===== src/rtl/rst_seq_pkg.sv =====
// Shared types and default delays for the pinmux-domain reset sequencer.
package rst_seq_pkg;

  typedef enum logic [2:0] {
    StPor,
    StClkWait,
    StSrstWait,
    StRun,
    StRbHold
  } rst_seq_st_t;

  localparam int unsigned RST_SEQ_P_DLY = 16;
  localparam int unsigned RST_SEQ_C_DLY = 8;
  localparam int unsigned RST_SEQ_S_DLY = 8;

  function automatic int unsigned max3(input int unsigned a, input int unsigned b,
                                       input int unsigned c);
    int unsigned m;
    m = a;
    if (b > m) m = b;
    if (c > m) m = c;
    return m;
  endfunction

endpackage


===== src/rtl/double_sync.sv =====
// Two-flop level synchroniser with synchronous active-low reset.
module double_sync (
  input  logic clk,
  input  logic e_reset_n,
  input  logic d_i,
  output logic q_o
);

  logic s1_q;
  logic s2_q;

  always_ff @(posedge clk) begin
    if (!e_reset_n) begin
      s1_q <= 1'b0;
      s2_q <= 1'b0;
    end else begin
      s1_q <= d_i;
      s2_q <= s1_q;
    end
  end

  assign q_o = s2_q;

endmodule


===== src/rtl/rst_sequencer.sv =====
// Staged power-on / soft-reboot reset sequencer: releases p_reset_n, then clk_enb, then
// s_reset_n; a soft-reboot request re-runs the clock-enable / soft-reset part only.
module rst_sequencer
  import rst_seq_pkg::*;
#(
  parameter int unsigned P_DLY = RST_SEQ_P_DLY,
  parameter int unsigned C_DLY = RST_SEQ_C_DLY,
  parameter int unsigned S_DLY = RST_SEQ_S_DLY
) (
  input  logic       clk,
  input  logic       e_reset_n,
  input  logic       soft_reboot_req,
  output logic       p_reset_n,
  output logic       clk_enb,
  output logic       s_reset_n,
  output logic       seq_busy,
  output logic [7:0] reboot_cnt
);

  localparam int unsigned MaxDly = max3(P_DLY, C_DLY, S_DLY);
  localparam int unsigned CntW   = $clog2(MaxDly) + 1;

  localparam logic [CntW-1:0] PLoad = CntW'(P_DLY - 1);
  localparam logic [CntW-1:0] CLoad = CntW'(C_DLY - 1);
  localparam logic [CntW-1:0] SLoad = CntW'(S_DLY - 1);

  rst_seq_st_t     state_q, state_d;
  logic [CntW-1:0] cnt_q, cnt_d;
  logic            started_q;
  logic            req_s2;
  logic            req_s3_q;
  logic            req_rise;
  logic            cnt_done;
  logic [7:0]      reboot_cnt_q, reboot_cnt_d;
  logic            p_q, p_d;
  logic            ce_q, ce_d;
  logic            s_q, s_d;
  logic            busy_q, busy_d;

  double_sync u_req_sync (
    .clk       (clk),
    .e_reset_n (e_reset_n),
    .d_i       (soft_reboot_req),
    .q_o       (req_s2)
  );

  assign req_rise = req_s2 & ~req_s3_q;
  assign cnt_done = (cnt_q == '0);

  always_comb begin
    state_d      = state_q;
    cnt_d        = cnt_q;
    reboot_cnt_d = reboot_cnt_q;

    // The first edge after reset release only arms the counter, so POR spans P_DLY edges.
    if (started_q && !cnt_done) begin
      cnt_d = cnt_q - CntW'(1);
    end

    unique case (state_q)
      StPor: begin
        if (started_q && cnt_done) begin
          state_d = StClkWait;
          cnt_d   = CLoad;
        end
      end
      StClkWait: begin
        if (cnt_done) begin
          state_d = StSrstWait;
          cnt_d   = SLoad;
        end
      end
      StSrstWait: begin
        // Hold soft reset until the sticky logic has dropped the request.
        if (cnt_done && !req_s2) begin
          state_d = StRun;
        end
      end
      StRun: begin
        if (req_rise) begin
          state_d = StRbHold;
          cnt_d   = SLoad;
          if (reboot_cnt_q != 8'hFF) begin
            reboot_cnt_d = reboot_cnt_q + 8'd1;
          end
        end
      end
      StRbHold: begin
        if (cnt_done) begin
          state_d = StClkWait;
          cnt_d   = CLoad;
        end
      end
      default: begin
        state_d = StPor;
        cnt_d   = PLoad;
      end
    endcase
  end

  // Output flops follow the next state so outputs change on the same edge as the state.
  always_comb begin
    p_d    = (state_d != StPor);
    ce_d   = (state_d == StSrstWait) || (state_d == StRun) || (state_d == StRbHold);
    s_d    = (state_d == StRun);
    busy_d = (state_d != StRun);
  end

  always_ff @(posedge clk) begin
    if (!e_reset_n) begin
      state_q      <= StPor;
      cnt_q        <= PLoad;
      started_q    <= 1'b0;
      req_s3_q     <= 1'b0;
      reboot_cnt_q <= 8'd0;
      p_q          <= 1'b0;
      ce_q         <= 1'b0;
      s_q          <= 1'b0;
      busy_q       <= 1'b1;
    end else begin
      state_q      <= state_d;
      cnt_q        <= cnt_d;
      started_q    <= 1'b1;
      req_s3_q     <= req_s2;
      reboot_cnt_q <= reboot_cnt_d;
      p_q          <= p_d;
      ce_q         <= ce_d;
      s_q          <= s_d;
      busy_q       <= busy_d;
    end
  end

  assign p_reset_n  = p_q;
  assign clk_enb    = ce_q;
  assign s_reset_n  = s_q;
  assign seq_busy   = busy_q;
  assign reboot_cnt = reboot_cnt_q;

endmodule

===== config.mk =====
export PLATFORM = sky130hd
export DESIGN_NAME = rst_sequencer
export DESIGN_NICKNAME = d
export VERILOG_FILES = /design/src/rtl/rst_seq_pkg.sv /design/src/rtl/double_sync.sv /design/src/rtl/rst_sequencer.sv
export SDC_FILE = /design/constraint.sdc
export NUM_CORES = 1
export LEC_CHECK = 0
export CAP_MARGIN = 20
export CORE_MARGIN = 2
export CORE_UTILIZATION = 40
export DETAILED_ROUTE_END_ITERATION = 10
export MAX_ROUTING_LAYER = met4
export PLACE_DENSITY = 0.6
export SETUP_SLACK_MARGIN = 0.5
export SLEW_MARGIN = 20
export SYNTH_ARGS = -nofsm -noshare
export SYNTH_HDL_FRONTEND = slang
export SYNTH_SLANG_ARGS = --single-unit

===== constraint.sdc =====
create_clock -name clk -period 1.8 [get_ports clk]
set_clock_uncertainty 0.05 [all_clocks]
set_input_delay 0.36 -clock clk [delete_from_list [all_inputs] [get_ports clk]]
set_output_delay 0.36 -clock clk [all_outputs]
set_load 0.005 [all_outputs]

==> results of run 1 <==
-- stage by stage --
stage | power (W) | hold slack (ps) | worst slack, ps | cells | util (%)
after floorplan | 0.000592 | 338 | 40.4 | 129 | -
after global placement | 0.000611 | 369 | 54.5 | 176 | 51.5
after detailed placement | 0.000616 | 381 | 19.4 | 176 | 51.5
after CTS | 0.000910 | 411 | 37.8 | 194 | 59.9
after global routing | 0.000945 | 455 | -73.2 | 200 | 62.4
final | 0.000896 | 406 | 22.4 | 200 | 62.4
-- sequential cells by signal (all words and copies together) (netlist names) --
register	count
reboot_cnt	8
cnt_q	5
state_q	3
clk_enb	1
p_reset_n	1
req_s3_q	1
s_reset_n	1
seq_busy	1
started_q	1
u_req_sync.q_o	1
u_req_sync.s1_q	1
-- worst max path at each step --
stage,start,endpoint,cells past startpoint
6_report,cnt_q[1],p_reset_n,6
4_1_cts,cnt_q[1],p_reset_n,6
3_5_place_dp,cnt_q[0],p_reset_n,6
3_3_place_gp,cnt_q[0],p_reset_n,6
5_1_grt,cnt_q[0],p_reset_n,6
2_1_floorplan,cnt_q[1],p_reset_n,7
-- layer usage --
metal / wire length (um) / global-route usage [%] / vias to the layer above
li1: - / - / 539
met1: 1240 / 24.8 / 506
met2: 1390 / 29.1 / 15
met3: 68 / 2.95 / 2
met4: 14 / 6.98 / 0
met5: 0 / - / -
-- cell type report --
type / count / area, um2 / area share (%)
multi-input cells: 93 / 746 / 43.7
well taps: 31 / 38.8 / 2.27
inverters: 6 / 22.5 / 1.32
repair buffers: 42 / 363 / 21.3
flip-flops and latches: 24 / 499 / 29.3
clock buffers: 4 / 36.3 / 2.13
-- what timing repair did --
item	CTS	global route
endpoints found under the hold margin	0	0
pin swaps	5	6
setup endpoints to repair	32	31
buffers inserted	14	6
gates resized for setup	56	21
hold buffers	0	0
-- layout by cell type (no fill, tap or decap), types with 2 or more instances in the layout --
master / netlist / layout
dfxtp_1: 24 / 9
clkdlybuf4s50_1: 0 / 3
nor2_1: 5 / 3
nand2b_1: 6 / 6
mux2i_1: 4 / 4
buf_6: 1 / 12
nand3b_1: 2 / 2
nand3_2: 1 / 2
nand3_1: 3 / 2
ha_4: 0 / 2
o21ai_0: 5 / 3
buf_4: 0 / 19
nand2_4: 0 / 2
nor2b_1: 3 / 2
or3_1: 2 / 2
nor4b_4: 0 / 2
nand2_1: 14 / 11
o21ai_1: 1 / 2
dfxtp_2: 0 / 15
clkbuf_2: 0 / 5
and2_1: 5 / 5
xnor2_1: 2 / 2
clkbuf_4: 0 / 3
inv_2: 0 / 2
nor3_1: 8 / 7
inv_1: 6 / 4
a21oi_1: 7 / 6
clkdlybuf4s15_1: 0 / 3
-- cells by family (layout without fill, tap and decap cells) --
family                     after synthesis  in the layout  synth area share [%]
AOI/OAI and AO/OA                       27             27                  17.2
xor gates and xnor gates                 3              3                  2.30
adders and majority gates                2              2                  2.19
buffers and inverters                   12             52                  4.92
DFF                                     24             24                  42.0
muxes                                    4              4                  3.50
and+or+nand+nor                         57             57                  28.0
-- where the power goes --
group          switching [W]  internal [W]
registers         0.00000802      0.000540
logic              0.0000307     0.0000384
clock network       0.000156      0.000124
==> Implementation_results.wiki, run 1 <==
{| class="wikitable"
! Metric !! Value
|-
| TritonCTS clock tree || done
|-
| Maximum Capacitance Violations || 0
|-
| P_leak || 0.676 nW
|-
| Synthesized Nets || 134
|-
| 1st-iter DRT viols || 39
|-
| Crit-path cells || inv_2, ha_4, or4b_4, mux2i_1, a221oi_2, o2bb2ai_1
|-
| Worst reg-to-reg path cell count || 6
|-
| Worst Tran Pin Value || 375 ps
|-
| Dominant cells by area after synthesis || dfxtp_1, nand2_1, mux2i_1, nor3_1, nand2b_1
|-
| Pwr/cell area || 526 mW/mm2
|-
| List of most frequent post-synthesis cells || dfxtp_1, nand2_1, nor3_1
|-
| Remaining antenna violation count || 0
|-
| Number of buffers on the longest clock path || 2
|-
| Library cell with the highest instance count after synthesis || dfxtp_1
|-
| Top flip-flop cell by instance count after synthesis || dfxtp_1
|-
| Critical path endpoint category || flip-flop
|-
| Biggest area consumer among synthesized cells || dfxtp_1
|-
| Share of the cycle needed by the critical path after routing || 98.8%
|-
| Cell count of the worst hold path || 1
|-
| Sum of net half-perimeters after detailed placement || 1780 um
|-
| Count of nets after finishing || 175
|-
| Clock period minus final worst setup slack || 1780 ps
|-
| Global-route total usage across every layer || 18.8%
|-
| Unrepaired setup endpoints after global routing || true
|-
| Share of final-layout standard cells stronger than drive strength 1 || 47.3%
|-
| Antenna violations before repair || 0
|-
| Via count of the first global-routing pass || 1048
|-
| Starting Density || 41.9%
|-
| Worst path max stage delay || 490 ps
|-
| Max H-tree Level || 1
|-
| Worst hold-check path type || flip-flop to flip-flop
|-
| Final count of pins violating max slew || 0
|-
| End point of the worst hold path || u_req_sync.q_o
|-
| Largest driver fanout on the critical path || 4
|-
| Status || finished, final reports clean
|-
| Sinks on Clock Net || 24
|-
| Die Height || 57.5 um
|-
| Count of unique library cells instantiated by Yosys || 44
|-
| CP arrival || 1940 ps
|-
| Die X || 57.5 um
|-
| Seq cells post-synth || 24
|-
| Vias || 1062
|-
| DRT Wirelength || 2720 um
|-
| Worst rel slew slack || 74.9%
|-
| Root Buffer || clkbuf_4
|-
| Post-synth design cell area || 0.00114 mm2
|-
| Wire per inst || 13.6 um
|-
| Count of final hold-check violations || 0
|-
| Fraction of post-synthesis cell area in the top cell type by area || 42.0%
|-
| Hold Path Origin || u_req_sync.s1_q
|-
| Number of top-level pins || 15
|-
| Filler cell count || 241
|-
| Maximum clock frequency || 563 MHz
|-
| Post-layout instance area || 0.00171 mm2
|-
| Number of warning messages in the yosys log || 0
|-
| Worst vdd rail ir drop || 0.445 mV
|-
| GRT overflow || 0
|-
| Kind of critical path || flip-flop to flip-flop
|-
| Endpoints failing setup || 0
|-
| Setup TNS || 0 ps
|-
| Syn_area_per_cell || 8.87 um2
|-
| Antenna diode count || 0
|-
| DIE AREA || 0.00331 mm2
|-
| Worst endpoint required time || 1960 ps
|-
| Global-route wire length before repair || 4750 um
|-
| Buffering stage count on the worst path with inverters included || 1
|-
| R2r setup slk || 20 ps
|-
| Total cell area at the placement stage || 0.00141 mm2
|-
| Area of the core || 0.00273 mm2
|-
| Largest delay contributor family on the critical path || simple AND/OR/NAND/NOR gates
|-
| # port buffers || 14
|-
| Weighted congestion reported at the end of routability-driven placement || 0.777
|-
| Nature of the critical path startpoint || flip-flop
|-
| Startpoint of the worst register-to-register path || cnt_q[1]
|-
| Fraction of registers with async set/reset || 0%
|-
| Number of enable-type register cells in the synthesized netlist || 0
|-
| Clock transition at the registers of the reported paths || 130 ps
|-
| Slowest stage cell, crit path || or4b_4
|-
| Instance count of the mapped netlist || 129
|-
| Number of placement rows || 19
|-
| Growth of design area from synthesis to finish || 49.0%
|-
| Largest net degree at the start of global routing || 14
|-
| Sequential-to-total area share from yosys stat || 42.0%
|-
| Via density per instance || 5.31
|-
| Worst reg2reg path endpoint || p_reset_n
|-
| CTS buffer count || 3
|-
| DRT Pass-1 Iters || 4
|-
| Clock network latency to the later pin of the worst-skew pair || 310 ps
|-
| Number of remaining DRC errors || 0
|}
Note: power is estimated with default switching activity, not from simulation.
==> inputs of run 2 (changes only) <==
Settings changed: CTS_BUF_LIST set to sky130_fd_sc_hd__clkbuf_8.
==> Implementation_results.wiki, run 2 (synthesis gave the netlist of run 1 again) <==
{| class="wikitable"
! Metric !! Value
|-
| Status || finished, final reports clean
|-
| Kind of critical path || flip-flop to flip-flop
|-
| Share of the cycle needed by the critical path after routing || 99.0%
|-
| Antenna violations before repair || 0
|-
| Post-layout instance area || 0.00169 mm2
|-
| Global-route wire length before repair || 4750 um
|-
| CTS buffer count || 3
|-
| Unrepaired setup endpoints after global routing || true
|-
| P_leak || 0.659 nW
|-
| Share of final-layout standard cells stronger than drive strength 1 || 41.2%
|-
| Count of final hold-check violations || 0
|-
| Via count of the first global-routing pass || 1048
|-
| Root Buffer || clkbuf_8
|-
| # port buffers || 14
|-
| Commonest cells after routing, fill and taps aside || buf_4, dfxtp_1, dfxtp_2, nand2_1, nor3_1
|-
| Endpoints failing setup || 0
|-
| Max H-tree Level || 1
|-
| Wire per inst || 13.3 um
|-
| Area of the core || 0.00273 mm2
|-
| TritonCTS clock tree || done
|-
| Clock transition at the registers of the reported paths || 80 ps
|-
| R2r setup slk || 20 ps
|-
| Fraction of power consumed by sequential logic || 55.8%
|-
| Growth of design area from synthesis to finish || 47.8%
|-
| Switching fraction of total power || 21.2%
|-
| Die Height || 57.5 um
|-
| Starting Density || 41.9%
|-
| Hold bufs inserted after CTS || 0
|-
| Clk pwr share || 37.2%
|-
| CP arrival || 1890 ps
|-
| Flip-flop count of the largest register, all copies and words added || 8
|-
| Number of buffers on the longest clock path || 2
|-
| Sinks on Clock Net || 24
|-
| Critical path destination || p_reset_n
|-
| Worst reg-to-reg path cell count || 6
|-
| DRT Wirelength || 2610 um
|-
| Total cell area at the placement stage || 0.00141 mm2
|-
| Internal power consumption || 0.000772 W
|-
| Count of nets after finishing || 171
|-
| Sum of net half-perimeters after detailed placement || 1780 um
|-
| Largest driver fanout on the critical path || 4
|-
| Number of remaining DRC errors || 0
|-
| Worst rel slew slack || 74.8%
|-
| Remaining antenna violation count || 0
|-
| Worst vdd rail ir drop || 0.516 mV
|-
| Via density per instance || 5.28
|-
| Clock network latency to the later pin of the worst-skew pair || 270 ps
|-
| 1st-iter DRT viols || 38
|-
| Worst Tran Pin Value || 378 ps
|-
| Cell count after placement || 176
|-
| Global-route total usage across every layer || 18.9%
|-
| Clock period minus final worst setup slack || 1780 ps
|-
| Maximum Capacitance Violations || 0
|-
| Startpoint of the worst register-to-register path || cnt_q[0]
|-
| Switching power total || 0.000207 W
|-
| Worst reg2reg path endpoint || p_reset_n
|-
| Number of placement rows || 19
|-
| Nature of the critical path startpoint || flip-flop
|-
| Largest net degree at the start of global routing || 14
|-
| Critical path endpoint category || flip-flop
|-
| Die X || 57.5 um
|-
| Number of top-level pins || 15
|-
| DRT Pass-1 Iters || 4
|-
| Maximum clock frequency || 561 MHz
|-
| Vias || 1035
|-
| DIE AREA || 0.00331 mm2
|-
| Antenna diode count || 0
|-
| Worst hold-check path type || flip-flop to flip-flop
|-
| Comb power frac || 7.0%
|-
| Pwr/cell area || 579 mW/mm2
|-
| GRT overflow || 0
|-
| Final count of pins violating max slew || 0
|-
| Layout Cells excl Fill || 196
|-
| Most common cell after layout, fill and taps aside || buf_4
|-
| Weighted congestion reported at the end of routability-driven placement || 0.777
|-
| Filler cell count || 242
|-
| Worst endpoint required time || 1910 ps
|-
| CP startpoint || cnt_q[0]
|}
run 2: power by group through the flow:
stage / Sequential (W) / Clock (W) / Combinational (W)
finish: 0.000546 / 0.000364 / 0.0000686
global route: 0.000548 / 0.000409 / 0.0000754
CTS: 0.000547 / 0.000375 / 0.0000669
detailed placement: 0.000560 / 0 / 0.0000555
global placement: 0.000560 / 0 / 0.0000510
floorplan: 0.000556 / 0 / 0.0000356
run 2: critical path, cell delays in order (launching register included):
cell       delay, ps
dfxtp_2          330
inv_2             70
ha_4             120
or4b_4           490
mux2i_1          150
a221oi_2         360
o2bb2ai_1        100
run 2: how the worst min path moves through the flow:
| stage | from | to | slack [ps] | depth (start not counted) |
|---|---|---|---|---|
| 2_1_floorplan | e_reset_n | started_q | 340 | 0 |
| 3_3_place_gp | u_req_sync.s1_q | u_req_sync.q_o | 370 | 1 |
| 3_5_place_dp | u_req_sync.s1_q | u_req_sync.q_o | 380 | 1 |
| 4_1_cts | u_req_sync.s1_q | u_req_sync.q_o | 400 | 1 |
| 5_1_grt | u_req_sync.s1_q | u_req_sync.q_o | 450 | 1 |
| 6_report | u_req_sync.s1_q | u_req_sync.q_o | 390 | 1 |
run 2: per-layer routing:
layer	wire (um)	vias to the layer above	global-route usage [%]	part of all wire, %
li1	-	532	-	-
met4	53	0	7.97	2.0
met2	1310	14	29.9	50
met1	1180	484	24.0	45
met5	0	-	-	0
met3	65	5	2.95	2.5
run 2: metrics by stage:
| stage | hold slack (ps) | TNS [ps] | setup slack (ps) | total power [W] | utilization [%] |
|---|---|---|---|---|---|
| finish | 392 | 0 | 18.7 | 0.000979 | 61.9 |
| detailed placement | 381 | 0 | 19.4 | 0.000616 | 51.5 |
| CTS | 400 | 0 | 41.5 | 0.000989 | 59.4 |
| global placement | 369 | 0 | 54.5 | 0.000611 | 51.5 |
| global route | 446 | -396 | -73.5 | 0.00103 | 61.9 |
| floorplan | 338 | 0 | 40.4 | 0.000592 | - |
run 2: layout make-up:
| cell class | count | area (um2) | share of cell area, % |
|---|---|---|---|
| multi-input cells | 93 | 744 | 44.0 |
| repair buffers | 38 | 333 | 19.7 |
| flip-flops and latches | 24 | 498 | 29.4 |
| well taps | 31 | 38.8 | 2.29 |
| inverters | 6 | 22.5 | 1.33 |
| clock buffers | 4 | 55.1 | 3.25 |
run 2: timing repair:
| action | 4_1_cts | 5_1_grt |
|---|---|---|
| pin swaps | 8 | 9 |
| setup buffers | 13 | 3 |
| gates resized for setup | 33 | 16 |
| endpoints found under the hold margin | 0 | 0 |
| endpoints found under the setup margin | 32 | 26 |
